--- src/rtl/ebpc_decoder.sv ---
// EBPC activation decoder: rebuilds num_words_i words from the ZNZ mask stream and BPC value stream.
// Build option: EBPC_DEC_ZRLE_EN selects the zero-run-length ZNZ format; without it ZNZ is a plain bitmask.
module ebpc_decoder #(
    parameter int unsigned DATA_W        = 8,
    parameter int unsigned LOG_MAX_WORDS = 24,
    parameter int unsigned ZRL_W         = 4
) (
    input  logic                     clk_i,
    input  logic                     rst_ni,
    input  logic [LOG_MAX_WORDS-1:0] num_words_i,
    input  logic                     num_words_vld_i,
    output logic                     num_words_rdy_o,
    input  logic [DATA_W-1:0]        bpc_i,
    input  logic                     bpc_vld_i,
    output logic                     bpc_rdy_o,
    input  logic [DATA_W-1:0]        znz_i,
    input  logic                     znz_vld_i,
    output logic                     znz_rdy_o,
    output logic [DATA_W-1:0]        data_o,
    output logic                     last_o,
    output logic                     vld_o,
    input  logic                     rdy_i
);

    localparam int unsigned CW = $clog2(2 * DATA_W + 1);
    localparam logic [CW-1:0] BYTE_BITS = CW'(DATA_W);
`ifdef EBPC_DEC_ZRLE_EN
    localparam logic [CW-1:0] ZSYM_BITS = CW'(ZRL_W + 1);

    typedef enum logic [1:0] {IDLE, DECODE, ZRUN} state_e;
`else
    typedef enum logic [0:0] {IDLE, DECODE} state_e;
`endif

    state_e state_q, state_d;
    logic                     init_q;
    logic [DATA_W-1:0]        buf_q, buf_d;
    logic [CW-1:0]            cnt_q, cnt_d;
    logic [LOG_MAX_WORDS-1:0] rem_q, rem_d;
`ifdef EBPC_DEC_ZRLE_EN
    logic [ZRL_W-1:0]         run_q, run_d;
`endif
    logic [DATA_W-1:0]        data_q;
    logic                     last_q, vld_q;

    logic                     out_can, emit, emit_last, take;
    logic [DATA_W-1:0]        emit_data;
    logic [2*DATA_W-1:0]      win;
    logic [CW-1:0]            avail, used;

    assign out_can   = !vld_q || rdy_i;
    assign emit_last = (rem_q == LOG_MAX_WORDS'(1));

    always_ff @(posedge clk_i or negedge rst_ni) begin
        if (!rst_ni) state_q <= IDLE;
        else         state_q <= state_d;
    end

    // The bit window is the buffered bits, left-aligned, with a freshly taken
    // ZNZ byte appended directly behind them, so a symbol straddling a byte
    // boundary still decodes in a single cycle.
    always_comb begin
        state_d         = state_q;
        buf_d           = buf_q;
        cnt_d           = cnt_q;
        rem_d           = rem_q;
`ifdef EBPC_DEC_ZRLE_EN
        run_d           = run_q;
`endif
        num_words_rdy_o = 1'b0;
        znz_rdy_o       = 1'b0;
        bpc_rdy_o       = 1'b0;
        take            = 1'b0;
        used            = '0;
        emit            = 1'b0;
        emit_data       = '0;
        win             = {buf_q, {DATA_W{1'b0}}};
        avail           = cnt_q;

        case (state_q)
            IDLE: begin
                num_words_rdy_o = init_q;
                if (init_q && num_words_vld_i && (num_words_i != '0)) begin
                    rem_d   = num_words_i;
                    state_d = DECODE;
                end
            end
            DECODE: begin
                if (out_can) begin
`ifdef EBPC_DEC_ZRLE_EN
                    znz_rdy_o = (cnt_q == '0) || (!buf_q[DATA_W-1] && (cnt_q < ZSYM_BITS));
`else
                    znz_rdy_o = (cnt_q == '0);
`endif
                    take = znz_rdy_o && znz_vld_i;
                    if (take) begin
                        win   = win | ({znz_i, {DATA_W{1'b0}}} >> cnt_q);
                        avail = cnt_q + BYTE_BITS;
                    end
                    if (avail != '0) begin
                        if (win[2*DATA_W-1]) begin
                            bpc_rdy_o = 1'b1;
                            if (bpc_vld_i) begin
                                emit      = 1'b1;
                                emit_data = bpc_i;
                                used      = CW'(1);
                            end
                        end
`ifdef EBPC_DEC_ZRLE_EN
                        else if (avail >= ZSYM_BITS) begin
                            emit = 1'b1;
                            used = ZSYM_BITS;
                            if (!emit_last && (win[2*DATA_W-2 -: ZRL_W] != '0)) begin
                                run_d   = win[2*DATA_W-2 -: ZRL_W];
                                state_d = ZRUN;
                            end
                        end
`else
                        else begin
                            emit = 1'b1;
                            used = CW'(1);
                        end
`endif
                    end
                    buf_d = DATA_W'(win >> (BYTE_BITS - used));
                    cnt_d = avail - used;
                end
            end
`ifdef EBPC_DEC_ZRLE_EN
            ZRUN: begin
                if (out_can) begin
                    emit  = 1'b1;
                    run_d = run_q - ZRL_W'(1);
                    if (run_q == ZRL_W'(1)) state_d = DECODE;
                end
            end
`endif
            default: state_d = IDLE;
        endcase

        // Block end truncates any pending run and drops the rest of the ZNZ byte.
        if (emit) begin
            rem_d = rem_q - LOG_MAX_WORDS'(1);
            if (emit_last) begin
                state_d = IDLE;
                buf_d   = '0;
                cnt_d   = '0;
            end
        end
    end

    always_ff @(posedge clk_i or negedge rst_ni) begin
        if (!rst_ni) begin
            init_q <= 1'b0;
            buf_q  <= '0;
            cnt_q  <= '0;
            rem_q  <= '0;
`ifdef EBPC_DEC_ZRLE_EN
            run_q  <= '0;
`endif
            data_q <= '0;
            last_q <= 1'b0;
            vld_q  <= 1'b0;
        end else begin
            init_q <= 1'b1;
            buf_q  <= buf_d;
            cnt_q  <= cnt_d;
            rem_q  <= rem_d;
`ifdef EBPC_DEC_ZRLE_EN
            run_q  <= run_d;
`endif
            if (emit) begin
                data_q <= emit_data;
                last_q <= emit_last;
                vld_q  <= 1'b1;
            end else if (rdy_i) begin
                vld_q  <= 1'b0;
            end
        end
    end

    assign data_o = data_q;
    assign last_o = last_q;
    assign vld_o  = vld_q;

endmodule

--- config.mk ---
export PLATFORM = sky130hd
export DESIGN_NAME = ebpc_decoder
export DESIGN_NICKNAME = d
export VERILOG_FILES = /design/src/rtl/ebpc_decoder.sv
export SDC_FILE = /design/constraint.sdc
export NUM_CORES = 1
export LEC_CHECK = 0
export BUFFER_PORTS_ARGS = -buffer_cell sky130_fd_sc_hd__clkbuf_2
export CAP_MARGIN = 20
export CORE_MARGIN = 2
export CORE_UTILIZATION = 45
export CTS_CLUSTER_DIAMETER = 200
export DETAILED_ROUTE_END_ITERATION = 7
export HOLD_SLACK_MARGIN = 0.12
export PLACE_DENSITY_LB_ADDON = 0.08
export SLEW_MARGIN = 20
export SYNTH_ARGS = -nofsm -noshare
export SYNTH_HDL_FRONTEND = slang
export SYNTH_SLANG_ARGS = --single-unit
--- constraint.sdc ---
create_clock -name clk_i -period 2.45 [get_ports clk_i]
set_clock_uncertainty 0.05 [all_clocks]
set_input_delay 0.1225 -clock clk_i [delete_from_list [all_inputs] [get_ports clk_i]]
set_output_delay 0.1225 -clock clk_i [all_outputs]
set_load 0.02 [all_outputs]
-- Word-level counts from Yosys, hierarchy flattened
Index checks and enable logic that the tools add are counted.
- add/subtract/negate cells: 4
- eq/ne operators: 2
- shifts and indexed selects: 2
- multiplexer cells: 45
- bitwise operators: 1
- reduce and logical (&&, ||, !) cells: 11
- operators with widths (cell ; count):
    24-bit 2-to-1 mux ; 3
    8-bit 2-to-1 mux ; 9
    5-bit 2-to-1 mux ; 11
    16-bit 2-to-1 mux ; 3
    24-bit by 1-bit == test with 1-bit output (second input constant) ; 1
    24-bit nonzero test ; 1
    24-bit by 1-bit subtractor with 24-bit output (second input constant) ; 1
    1-bit 2-to-1 mux ; 19
    16-bit bitwise OR ; 1
    16-bit by 5-bit >> shifter with 16-bit output ; 1
    16-bit by 5-bit >> shifter with 8-bit output ; 1
    5-bit by 4-bit adder with 5-bit output (second input constant) ; 1
    5-bit zero test ; 1
    5-bit nonzero test ; 1
    4-bit by 5-bit subtractor with 5-bit output (first input constant) ; 1
    5-bit subtractor ; 1
    2-bit nonzero test ; 2
    1-bit logical AND ; 3
    2-bit by 1-bit != test with 1-bit output (second input constant) ; 1
    2-bit AND reduction ; 1
    1-bit zero test ; 1
    1-bit logical OR ; 1
- bits in registers: 49
- bits of input ports: 46
- output and inout bits: 13
- logic and storage cells: 73

-- Longest topological paths before layout
Gate-level depths: netlist of the first run.
- depth in word-level cells: 15
- gate-level depth with buffers: 11
- depth with buffers taken out: 9

-- Worst setup path after synthesis of the first run
OpenSTA, ideal clock, no wires.
- path kind: flip-flop to flip-flop
- start point: reg cnt_q[1]
- end point: reg cnt_q[4]
- library setup time: 119 ps
- arrival time: 1894 ps
- data required time: 2281 ps
- path slack: 388 ps
- cell stages (with the launch flop): 12
- buffers on the path: 2
- clock period less this slack: 2062 ps
- cell sequence: dfrtp_1 clkbuf_2 nor3_2 a32o_1 buf_4 nor2_1 ha_1 ha_1 nand3_1 nor4_1 xnor2_1 nor2_1
- word-level cells in the longest chain between the ends: 14
- elaborated cells between the ends (all ways): 25
- classes of those cells: add/sub: 2; shift: 1; mux: 18; bitwise: 1; reduce/logical: 3
- RTL lines (element ; line ; source):
    start: declaration ; 38 ; logic [CW-1:0] cnt_q, cnt_d;
    start signal: assignment ; 167 ; cnt_q <= cnt_d;
    16-bit by 5-bit >> shifter with 16-bit output or 5-bit zero test (tied branches) ; 97, 93 ;
    16-bit bitwise OR or 1-bit logical AND (tied branches) ; 97, 95 ;
    16-bit 2-to-1 mux or 5-bit 2-to-1 mux (tied branches) ; 96 ; if (take) begin
    16-bit 2-to-1 mux or 5-bit 2-to-1 mux (tied branches) ; 89 ; if (out_can) begin
    16-bit 2-to-1 mux or 5-bit 2-to-1 mux (tied branches) ; 80 ; case (state_q)
    5-bit 2-to-1 mux or 5-bit nonzero test (tied branches) ; 101, 100 ;
    5-bit 2-to-1 mux ; 100 ; if (avail != '0) begin
    5-bit 2-to-1 mux ; 89 ;
    5-bit 2-to-1 mux ; 80 ;
    5-bit subtractor ; 126 ; cnt_d = avail - used;
    5-bit 2-to-1 mux ; 89 ;
    5-bit 2-to-1 mux ; 80 ;
    5-bit 2-to-1 mux ; 144 ; if (emit_last) begin
    5-bit 2-to-1 mux * ; 142 ; if (emit) begin
    net cnt_d[4] ; 38 ;
The timed path passes the listed nets; every way through them passes the cells marked *. The select of a mux whose other input is x is not followed.
A chain may end at the register's enable or synchronous reset.

-- Final worst setup path of the first run
- start point: in num_words_i[9]
- end point: reg rem_q[4]
- word-level cells in the longest chain between the ends: 4
- RTL lines (element ; line ; source):
    start: declaration ; 10 ; input logic [LOG_MAX_WORDS-1:0] num_words_i,
    24-bit nonzero test ; 83 ; if (init_q && num_words_vld_i && (num_words_i != '0)) begin
    1-bit logical AND ; 83 ;
    2-bit nonzero test (no source line) ; -- ;
    2-bit AND reduction (no source line) ; -- ;
    end signal: assignment ; 168 ; rem_q <= rem_d;
    end: declaration ; 39 ; logic [LOG_MAX_WORDS-1:0] rem_q, rem_d;
Every way passes these cells.

==> run metrics, run 1 <==
outcome=finished, final reports clean; data arrival time at the worst-slack endpoint=2360 ps; Vias/cell=5.838; Root Buffer=clkbuf_8; Total GRT Usage=23.04%; number of vias in the routed layout=2697; count of filler cells inserted in the layout=544; most frequent cell after synthesis=dfrtp_1; required time of the critical path=2590 ps; Achievable Freq=451.6 MHz; synthesized netlist cell count=283; count of warnings emitted by yosys=0; type of the most critical hold path=in2reg; worst slack on hold paths=132.2 ps; number of cells on the worst reg-to-reg path=7; final RePlAce weighted congestion=0.7985; average instance area after synthesis=10.10 sq um; TritonCTS clock tree=built; worst hold path startpoint=znz_i[4]; total power divided by cell area=956.7 nW/um^2; pin count of the biggest net entering global routing=37; CTS Buf Count=5; Overall Power=3.611 mW; DRC violation count after routing=0; remaining global-route overflow=0; Placeable Area=6241 sq um; number of antenna violations at the first check in global routing=0; setup repair after global routing missed its margin=false; chain of cells forming the critical path=dlygate4sd3_1 > clkbuf_2 > nor4_1 > nand4_1 > o211ai_2 > buf_12 > nand2_1 > o221a_2; floorplan die area=7007 sq um; reg-to-reg startpoint=rem_q[0]; Max transition margin=48.55%; max-cap check violation count=0; capturing element type of the critical path=flip-flop; count of different cell masters after synthesis=62; crit path kind=in2reg; Final min period=2214 ps; antenna viol nets, final=0; FF-to-FF End=rem_q[14]; cell accounting for the most synthesized area=dfrtp_1; final cycle utilization of the critical path=90.38%; hold-critical path endpoint=buf_q[4]; peak per-stage delay on the critical path=540 ps; Worst-Margin Slew=765.9 ps; dominant synthesized flop cell=dfrtp_1; setup total negative slack=0 ps; leak pwr=1.613 nW; number of iterations in the first detailed-routing pass=4; IO Count=59; number of buffer and inverter instances along the worst setup path=3; number of clock sinks seen by CTS=49; peak supply drop=0.6277 mV; Routed wire per std cell=16.50 um; number of buffers inserted by post-CTS setup repair=0; final wirelength=7624 um; final number of hold-violating endpoints=0; fraction of final layout cells with drive strength greater than 1=27.53%; Die H=83.71 um; H-Tree Level Count=2; area of the mapped netlist=2859 sq um; number of endpoints failing setup at the final stage=0; number of antenna repair diodes=0; clock slew seen by the registers of the worst setup and hold paths=90 ps; Die X-Extent=83.71 um; start point of the critical path=num_words_i[9]; HPWL after detailed placement=5444 um; synth-to-layout area growth=32.03%; Post-Synthesis Net Count=333; clock insertion delay at the later pin of the skew report=300 ps; worst hold path stage count=3; sequential-to-total area share from yosys stat=42.89%; gate family responsible for the most delay along the worst path=buffers and inverters; critical-path cell with the highest stage delay=dlygate4sd3_1; number of design-rule violations left by the first detailed-router iteration=113; vias in the first global route=2742; setup slack of the worst register-to-register path=240 ps; first-pass GRT wire length=13140 um; Async SR Flop Fraction=100.0%; Core Rows=29; cell types with the highest counts after synthesis=49 x dfrtp_1, 25 x nand2_1, 17 x nor2_1, 16 x nor3_1, 16 x o211ai_1; number of nets in the final layout=434; Core Util, Final=60.49%; number of synthesized flops with an enable pin=0; max-slew violation count=0; largest cells by area after synthesis=dfrtp_1 43%, o211ai_1 4.2%, nand2_1 3.3%; crit start category=input pin; buffer levels on the longest clock path=2; starting density of the core=45.81%; share of the synthesized area in the top cell type=42.89%; critical path peak fanout=27; IO buf count=58; register bit total from synthesis=49
-- worst reg2reg max path, cell delays in order (launching register included) --
cell	delay (ps)
dfrtp_1	430
inv_1	110
ha_1	190
or3b_1	480
nor2_1	170
nand3_1	220
o311ai_1	300
o311ai_1	140
-- logic make-up (layout without fill, tap and decap cells) --
kind of cell,count (synthesis),after routing,synth area share [%]
flops,49,49,42.89
simple gates,123,123,25.86
xor+xnor,2,2,0.6128
buf+inv,22,124,4.157
other cells,1,1,0.1312
fa+ha+maj,4,4,1.751
mux,3,3,1.050
compound gates,79,79,23.55
-- cell type report --
| class | instances | area, sq um | area share [%] |
|---|---|---|---|
| multi-input combinational | 212 | 1514 | 40.11 |
| sequential | 49 | 1226 | 32.48 |
| timing repair buffer | 108 | 770.7 | 20.42 |
| tap | 77 | 96.34 | 2.552 |
| clock buffer | 5 | 68.82 | 1.823 |
| clock inverter | 3 | 68.82 | 1.823 |
| inverter | 8 | 30.03 | 0.7955 |
-- worst max path at each step --
stage / cells after the start / slack [ps] / endpoint
finish: 8 / 240 / rem_q[4]
global route: 7 / 80 / rem_q[14]
CTS: 7 / 170 / rem_q[14]
detailed placement: 7 / 200 / rem_q[14]
global placement: 7 / 290 / rem_q[14]
floorplan: 11 / 390 / cnt_q[4]
-- cell usage in the layout (no fill, tap or decap), types with 5 or more instances in the layout --
cell type	count
o211ai_1	16
clkbuf_8	5
nand4_1	5
nand2_1	25
nor3_1	16
inv_1	8
a21oi_1	9
clkbuf_2	58
a22o_1	7
buf_4	12
nor4_1	12
a211oi_1	8
dfrtp_1	49
nand3_1	15
nor2_1	17
o311ai_0	6
dlygate4sd3_1	37
-- layer usage --
layer	routed length, um	global-route usage, %
met5	0	0
met4	65	4.985
met3	304	3.363
met2	3926	42.11
met1	3327	28.75
-- registers in the layout, indices dropped and copies added, names as in the netlist --
signal / count
rem_q: 24
buf_q: 8
data_o: 8
cnt_q: 5
init_q: 1
last_o: 1
state_q: 1
vld_o: 1
-- per-stage QoR --
stage	instances	cell area, sq um	setup slack [ps]
3_3_place_gp	417	3267	287.1
4_1_cts	462	3775	173.6
2_1_floorplan	283	2859	387.5
6_report	462	3775	235.8
5_1_grt	462	3775	76.20
3_5_place_dp	417	3267	196.9
-- repair_timing --
item	in CTS	in global routing
setup endpoints to repair	0	1
resized for setup	0	1
endpoints found under the hold margin	48	0
hold buffers	37	0
-- power by group --
part           internal [mW]  switching (mW)  total [mW]  leakage, nW
registers               1.10           0.303        1.40        0.594
logic                  0.661           0.853        1.51        0.950
clock network          0.411           0.281       0.692       0.0687
Note: power is estimated with default switching activity, not from simulation.
==> inputs of run 2 (changes only) <==
SETUP_SLACK_MARGIN = 0.4   (was default)
==> run 2 against run 1 <==
  * Register-to-register slack better by 100 ps
  * Largest power group unchanged
  * Largest cell class unchanged
  * First-iteration DRC count up 26%
  * Worst hold slack worse by 11 ps
  * Sequential share of layout area down 3.0 points
  * Clock-buffer cell count up 1
  * Clock power down 10%
  * Global-route usage down 0.31 points
  * Die area unchanged
  * Final cell count up 6.7%
  * Critical path type is now reg2reg
==> run metrics, run 2 (synthesis gave the netlist of run 1 again) <==
outcome=finished, final reports clean; critical path peak fanout=6; leak pwr=1.789 nW; number of vias in the routed layout=2882; number of antenna repair diodes=0; max-cap check violation count=0; IO buf count=58; worst slack on hold paths=121.1 ps; number of iterations in the first detailed-routing pass=4; starting density of the core=45.81%; Comb pwr share=47.9%; commonest cells after routing, fill and taps aside=57 x clkbuf_2, 44 x dfrtp_1, 39 x dlygate4sd3_1; peak supply drop=0.5389 mV; number of antenna violations at the first check in global routing=0; proportion of power drawn by flip-flops and latches=36.1%; number of clock sinks seen by CTS=49; H-Tree Level Count=2; crit start category=flip-flop; type of the most critical hold path=in2reg; number of nets in the final layout=465; DRC violation count after routing=0; Pint=2.309 mW; Top reg by flops=rem_q; setup total negative slack=0 ps; vias in the first global route=2789; most common cell after layout, fill and taps aside=clkbuf_2; flip-flop count of the largest register, all copies and words added=24; Achievable Freq=473.4 MHz; Die X-Extent=83.71 um; TritonCTS clock tree=built; HPWL after detailed placement=5357 um; number of design-rule violations left by the first detailed-router iteration=142; final wirelength=8336 um; Total GRT Usage=22.73%; data arrival time at the worst-slack endpoint=2250 ps; fraction of final layout cells with drive strength greater than 1=39.66%; final number of hold-violating endpoints=0; net load switching power=1.576 mW; final cycle utilization of the critical path=86.23%; Placeable Area=6241 sq um; synth-to-layout area growth=46.43%; Root Buffer=clkbuf_8; clock slew seen by the registers of the worst setup and hold paths=90 ps; floorplan die area=7007 sq um; capturing element type of the critical path=flip-flop; Core Rows=29; setup repair after global routing missed its margin=true; Vias/cell=5.846; buffer levels on the longest clock path=2; pin count of the biggest net entering global routing=30; number of endpoints failing setup at the final stage=0; Net Sw Frac=40.57%; max-slew violation count=0; Routed wire per std cell=16.91 um; Max transition margin=55.16%; total power divided by cell area=928.2 nW/um^2; Final min period=2113 ps; crit path kind=reg2reg; Worst-Margin Slew=666.5 ps; first-pass GRT wire length=13050 um; share of power burned in the clock network=16.0%; required time of the critical path=2580 ps; CTS Buf Count=5; Die H=83.71 um; remaining global-route overflow=0; IO Count=59; antenna viol nets, final=0; final RePlAce weighted congestion=0.8019; clock insertion delay at the later pin of the skew report=300 ps
-- run 2: cell types whose count changed in the layout (fill, tap and decap cells not counted), moves of 3 or more --
cell     change
nor2_2       +4
inv_1        -3
inv_2        +3
buf_6        +3
nor4_1       -3
dfrtp_1      -5
nor2_1       -4
dfrtp_2      +5
buf_4       +23
-- run 2: path summary, 6_finish.rpt --
kind / startpoint / to / slack, ps / depth (start not counted)
hold / removal: num_words_i[17] / rem_q[17] / 120 / 3
max in group asynchronous: rst_ni / cnt_q[0] / 1260 / 3
setup / recovery: rem_q[1] / rem_q[18] / 340 / 7
setup reg to reg: rem_q[1] / rem_q[18] / 340 / 7
min in group asynchronous: rst_ni / buf_q[3] / 270 / 2
hold reg to reg: last_o / last_o / 440 / 1
-- run 2: through the flow --
stage	area, sq um	cells	setup WS, ps	total power, mW	utilization (%)
final	4187	493	337.5	3.886	67.08
after global routing	4187	493	204.8	4.112	67.08
after CTS	3901	472	377.3	3.679	62.51
after detailed placement	3306	418	182.4	2.912	52.97
after global placement	3306	418	263.8	2.890	52.97
after floorplan	2865	283	405.5	2.479	-
-- run 2: critical path: stages (launching register included) --
cell and delay (ps):
dfrtp_1 430, inv_2 100, ha_4 130, or3b_4 410, nor4_4 310, nand3_4 160
o311ai_2 280, o211ai_1 120
-- run 2: layer usage --
metal	vias up	global-route usage [%]	part of all wire [%]
li1	1382	-	-
met1	1404	27.90	43
met2	81	41.45	50
met3	15	3.462	4.0
met4	0	6.012	2.9
met5	-	0	0
-- run 2: cell type report --
type	instances	area [sq um]
clock buffers	6	82.58
clock inverters	2	37.54
fillers	506	2054
inverters	8	30.03
multi-input cells	212	1645
flip-flops and latches	49	1232
well taps	77	96.34
repair buffers	139	1062
-- run 2: what timing repair did --
item / CTS / global route
gates resized for setup: 10 / 34
hold endpoints to repair: 56 / 0
endpoints found under the setup margin: 19 / 44
setup buffers: 7 / 19
cloned: 0 / 2
hold buffers: 39 / 0
pin swaps: 1 / 15
-- run 2: power groups by stage --
| stage | Combinational, mW | Sequential, mW | Clock [mW] |
|---|---|---|---|
| after global routing | 2.02 | 1.44 | 0.653 |
| after detailed placement | 1.50 | 1.41 | 0 |
| after global placement | 1.49 | 1.40 | 0 |
| after CTS | 1.66 | 1.38 | 0.636 |
| final | 1.86 | 1.40 | 0.622 |
| after floorplan | 1.05 | 1.43 | 0 |
